$ cat config.mk
export PLATFORM = sky130hd
export DESIGN_NAME = sd_source_switch
export DESIGN_NICKNAME = d
export VERILOG_FILES = /design/src/rtl/sd_source_switch.sv
export SDC_FILE = /design/constraint.sdc
export NUM_CORES = 1
export LEC_CHECK = 0
export CAP_MARGIN = 0
export CORE_MARGIN = 2
export CORE_UTILIZATION = 23
export DETAILED_ROUTE_END_ITERATION = 12
export DONT_BUFFER_PORTS = 1
export PLACE_DENSITY = 0.36
export REMOVE_ABC_BUFFERS = 1
export SETUP_SLACK_MARGIN = 0.02
export SLEW_MARGIN = 10
export SYNTH_ARGS = -nofsm -noshare
export SYNTH_HDL_FRONTEND = slang
export SYNTH_SLANG_ARGS = --single-unit
$ cat constraint.sdc
create_clock -name clk -period 2.3 [get_ports clk]
set_clock_uncertainty 0.05 [all_clocks]
set_input_delay 0.46 -clock clk [delete_from_list [all_inputs] [get_ports clk]]
set_output_delay 0.46 -clock clk [all_outputs]
set_load 0.02 [all_outputs]
$ cat src/rtl/sd_source_switch.sv
// Routes one SPI SD master to the physical slot or a mounted virtual image.
// Source changes wait for an idle bus; also drives a stretched activity LED.
module sd_source_switch #(
  parameter int unsigned NUM_IMG     = 2,
  parameter int unsigned IDLE_CYCLES = 16,
  parameter int unsigned LED_HOLD    = 1000000,
  localparam int unsigned SW         = $clog2(NUM_IMG + 1)
) (
  input  logic               clk,
  input  logic               n_reset,
  input  logic [NUM_IMG-1:0] img_mounted,
  input  logic               img_size_nz,
  input  logic               force_phys,
  input  logic               spi_ss,
  input  logic               spi_sck,
  input  logic               spi_mosi,
  output logic               spi_miso,
  output logic [NUM_IMG-1:0] vsd_ss,
  output logic               vsd_sck,
  output logic               vsd_mosi,
  input  logic [NUM_IMG-1:0] vsd_miso,
  output logic               SD_CS,
  output logic               SD_SCK,
  output logic               SD_MOSI,
  input  logic               SD_MISO,
  output logic [SW-1:0]      active_src,
  output logic               switch_pulse,
  output logic               drive_led
);

  localparam int unsigned IW = $clog2(IDLE_CYCLES);
  localparam int unsigned LW = $clog2(LED_HOLD + 1);

  typedef enum logic [1:0] {StRun, StWaitIdle, StSwitch} state_e;

  state_e        state;
  logic [SW-1:0] pending_src, pending_d, mount_idx;
  logic          mount_hit;
  logic [IW-1:0] idle_cnt;
  logic [LW-1:0] led_cnt, led_d;

  // Lowest set mount bit wins; force_phys overrides any mount event.
  always_comb begin
    mount_hit = 1'b0;
    mount_idx = '0;
    for (int i = int'(NUM_IMG) - 1; i >= 0; i--) begin
      if (img_mounted[i]) begin
        mount_hit = 1'b1;
        mount_idx = SW'(i + 1);
      end
    end
    pending_d = pending_src;
    if (force_phys) begin
      pending_d = '0;
    end else if (mount_hit) begin
      if (img_size_nz) begin
        pending_d = mount_idx;
      end else if (pending_src == mount_idx) begin
        pending_d = '0;
      end
    end
  end

  always_comb begin
    led_d = led_cnt;
    if (!spi_ss) begin
      led_d = LW'(LED_HOLD);
    end else if (led_cnt != '0) begin
      led_d = led_cnt - LW'(1);
    end
  end

  always_ff @(posedge clk or negedge n_reset) begin
    if (!n_reset) begin
      state        <= StRun;
      active_src   <= '0;
      pending_src  <= '0;
      idle_cnt     <= '0;
      led_cnt      <= '0;
      switch_pulse <= 1'b0;
      drive_led    <= 1'b0;
    end else begin
      pending_src  <= pending_d;
      led_cnt      <= led_d;
      drive_led    <= (led_d != '0);
      switch_pulse <= 1'b0;
      unique case (state)
        StRun: begin
          if (pending_src != active_src) begin
            state    <= StWaitIdle;
            idle_cnt <= '0;
          end
        end
        StWaitIdle: begin
          if (pending_src == active_src) begin
            state <= StRun;
          end else if (!spi_ss) begin
            idle_cnt <= '0;
          end else if (idle_cnt == IW'(IDLE_CYCLES - 1)) begin
            state    <= StSwitch;
            idle_cnt <= '0;
          end else begin
            idle_cnt <= idle_cnt + IW'(1);
          end
        end
        StSwitch: begin
          active_src   <= pending_src;
          switch_pulse <= (pending_src != active_src);
          state        <= StRun;
        end
        default: state <= StRun;
      endcase
    end
  end

  // Both sides are parked while in reset and during the switch cycle.
  always_comb begin
    SD_CS    = 1'b1;
    SD_SCK   = 1'b0;
    SD_MOSI  = 1'b0;
    vsd_ss   = '1;
    vsd_sck  = 1'b0;
    vsd_mosi = 1'b0;
    spi_miso = 1'b1;
    if (n_reset && state != StSwitch) begin
      if (active_src == '0) begin
        SD_CS    = spi_ss;
        SD_SCK   = spi_sck;
        SD_MOSI  = spi_mosi;
        spi_miso = SD_MISO;
      end else begin
        vsd_sck  = spi_sck;
        vsd_mosi = spi_mosi;
        for (int i = 0; i < int'(NUM_IMG); i++) begin
          if (active_src == SW'(i + 1)) begin
            vsd_ss[i] = spi_ss;
            spi_miso  = vsd_miso[i];
          end
        end
      end
    end
  end

endmodule

==> results_dict.tcl <==
set metrics [dict create \
    cts_bufs_inserted 5 \
    chipHeight_um 94.6 \
    synth_area_leaders "dfrtp_1 42%, nand2_1 6.0%, nor2_1 4.8%" \
    r2r_cells 8 \
    route.vias.total 1622 \
    share_clk_of_total_power_pct 37.5 \
    synth_area_per_inst_um2 8.95 \
    nNetsFinal 259 \
    clk_pin_slew_ns 0.07 \
    worst-path-stages 8 \
    path_cells "inv_2 -> buf_4 -> ha_1 -> and4b_1 -> a211o_1 -> or4_1 -> xor2_1 -> nor2_1" \
    timing.critical_path.slowest_cell_delay_ns 0.44 \
    post-synth-top-area-fraction_pct 42.4 \
    power_per_cell_area_nw_per_um2 602 \
    synthToLayoutAreaGrowth_pct 28.0 \
    arrival_ns 2.26 \
    final_min_period_over_clock_period_pct 93.9 \
    grt_setup_unrepaired "no" \
    p_int_uw 1050 \
    worstHoldEndpoint "pending_src[1]$_DFFE_PN0P_" \
    dr.max_layer_used "met4" \
    drt_wl_total_mm 4.88 \
    synth_top_cells_by_count "32 x dfrtp_1, 30 x nand2_1, 24 x nor2_1" \
    dr_wl_met2_mm 2.31 \
    drt_iter0_drc 72 \
    fp_rows 33 \
    synth_compound_area_share_pct 10.6 \
    combinationalPowerShare_pct 19.4 \
    synth_edf_count 0 \
    worst-r2r-setup-slack_ns 0.14 \
    synth_cell_types 44 \
    tritoncts_clock_tree "built" \
    run_status "finished, final reports clean" \
    cpLargestDelayFamily "simple AND/OR/NAND/NOR gates" \
    crit_fanout 3 \
    grt_overflow_total 0 \
    io_buffer_count 0 \
    fin_util_pct 29.9 \
    grt_start_max_net_pins 33 \
    reg2reg_to "led_cnt[15]$_DFF_PN0_" \
    crit_path_start_kind "flop" \
    netlist.top_cell.by_area "dfrtp_1" \
    drv.max_cap_violation_count 0 \
    drt-met1-wl_mm 2.32 \
    die_area_um2 8950 \
    drive_gt1_share_pct 26.5 \
    place_congestion 0.818 \
    clock-root-buffer "clkbuf_8" \
    yosysMostFrequentCell "dfrtp_1" \
    worstHoldPathType "input pin to flop" \
    worst_slew_margin_rel_pct 64.8 \
    combinational_family_with_the_most_area_after_synthesis "simple AND/OR/NAND/NOR gates" \
    yosys.area_share.simple_pct 34.4 \
    crit_buf_inv 2 \
    vias_in_the_first_global_route 1585 \
    finalSetupViolations 0 \
    highest_delay_cell_along_the_critical_path "or4_1" \
    synth_seq_area_share_pct 42.4 \
    die_w_um 94.6 \
    endpoint_kind "flop" \
    hold_path_startpoint "force_phys" \
    seqPwrFrac_pct 43.1 \
    ys_dominant_reg_cell "dfrtp_1" \
    timing.final.crit_period_ns 2.16 \
    clock_sink_total 32 \
    switching_share_pct 28.1 \
    postLayoutCellArea_um2 2420 \
    antenna_left 0 \
    timing.critical_path.required_ns 2.40 \
    floorplan.io_pins 24 \
    worst_pin_slew_ns 0.520 \
    critical_path.reg2reg.startpoint "led_cnt[0]$_DFF_PN0_" \
    leakage_power_uw 0.00101 \
    power.ir.vdd_worst_uv 288 \
    crit_type "flop to flop" \
    grt.total_usage_pct 11.8 \
    clock_insertion_delay_worst_skew_ns 0.29 \
    hold_depth 1 \
    synth_area_um2 1890 \
    synthCells 211 \
    antenna_cells_inserted 0 \
    post_drt_via_cell_ratio 4.63 \
    avgRoutedWirePerCell_um 14.0 \
    cts_max_path_buffers 2 \
    route.met3.wl_um 200 \
    drt_first_pass_iters 4 \
    grt_pass1_wl_mm 8.04 \
    finalMaxSlewViolations 0 \
    core-area_um2 8090 \
    synth_async_sr_flop_share_pct 100 \
    synth_adder_area_share_pct 1.99 \
    timing.final.hold_violations 0 \
    filler_cell_count 868 \
    share_of_synthesized_area_spent_on_multiplexers_pct 4.84 \
    ys_seq_elements 32 \
    drc 0 \
    starting_utilization_of_the_core_area_pct 23.3 \
    synth.yosys.warnings 0 \
    placed_area_um2 2220 \
    antenna_found_initial 0 \
    dp_hpwl_mm 3.56 \
    max_clock_freq_mhz 463 \
    parity_gate_share_of_the_synthesized_area_counting_xor_and_xnor_cells_pct 3.71 \
    sw_power_uw 409 \
    htreeDepth 2 \
]
-- through the flow --
step	setup WS, ns	hold slack, ns	instances	setup TNS [ns]	total power (µW)
floorplan	-0.0546	0.114	204	-0.0546	789
global placement	0.0591	0.116	339	0	900
detailed placement	0.0505	0.116	339	0	893
CTS	0.0449	0.165	349	0	1470
global route	0.0201	0.156	350	0	1550
finish	0.139	0.180	350	0	1450
-- layout make-up --
| cell class | instances | area, µm² | share of cell area (%) |
|---|---|---|---|
| well taps | 105 | 131 | 5.43 |
| flip-flops and latches | 32 | 801 | 33.1 |
| clock inverters | 3 | 42.5 | 1.76 |
| clock buffers | 5 | 68.8 | 2.85 |
| repair buffers | 33 | 263 | 10.9 |
| inverters | 3 | 11.3 | 0.466 |
| multi-input cells | 169 | 1100 | 45.5 |
-- placed cells by master, fill, tap and decap left out, types with 5 or more instances in the layout --
master    netlist  final
nand2_1        30     30
nor2_1         24     24
and2_1          6      6
nand2b_1        8      8
a21oi_1        10     10
o21ai_0        10     10
nand3_1         8      8
nor3_1          6      6
nand3b_1        5      5
buf_4           0     31
mux2_2          5      5
xor2_1          6      6
dfrtp_1        32     32
clkbuf_8        0      5
-- power groups by stage --
stage          Clock (µW)  Sequential, µW  Combinational [µW]
3_3_place_gp            0             633                 267
2_1_floorplan           0             638                 151
3_5_place_dp            0             634                 259
5_1_grt               599             631                 321
6_report              546             626                 283
4_1_cts               569             623                 278
-- timing repair --
action | in CTS | in global routing
buffers inserted | 0 | 1
hold buffers | 2 | 0
resized for setup | 0 | 12
endpoints found under the hold margin | 32 | 0
endpoints found under the setup margin | 0 | 1
-- state kept, by name (all words and copies together) (netlist names) --
signal / flops
led_cnt: 20
idle_cnt: 4
active_src: 2
pending_src: 2
state: 2
drive_led: 1
switch_pulse: 1
-- layer usage --
| layer | vias up | track usage (%) |
|---|---|---|
| met4 | 0 | 3.99 |
| met5 | - | 0 |
| li1 | 820 | - |
| met3 | 5 | 2.79 |
| met1 | 769 | 15.9 |
| met2 | 28 | 18.7 |
-- logic make-up after synthesis --
family,after synthesis
DFF,32
AOI/OAI and AO/OA,32
buffers and inverters,10
xor gates and xnor gates,8
and+or+nand+nor,118
muxes,8
adders and majority gates,3
-- worst max path at each step --
stage,endpoint,slack [ns],startpoint
floorplan,drive_led$_DFF_PN0_,-0.05,led_cnt[0]$_DFF_PN0_
global placement,drive_led$_DFF_PN0_,0.06,led_cnt[0]$_DFF_PN0_
detailed placement,drive_led$_DFF_PN0_,0.05,led_cnt[0]$_DFF_PN0_
CTS,drive_led$_DFF_PN0_,0.04,led_cnt[0]$_DFF_PN0_
global route,drive_led$_DFF_PN0_,0.02,led_cnt[0]$_DFF_PN0_
finish,led_cnt[15]$_DFF_PN0_,0.14,led_cnt[0]$_DFF_PN0_
Power figures use the tool's default switching activity.
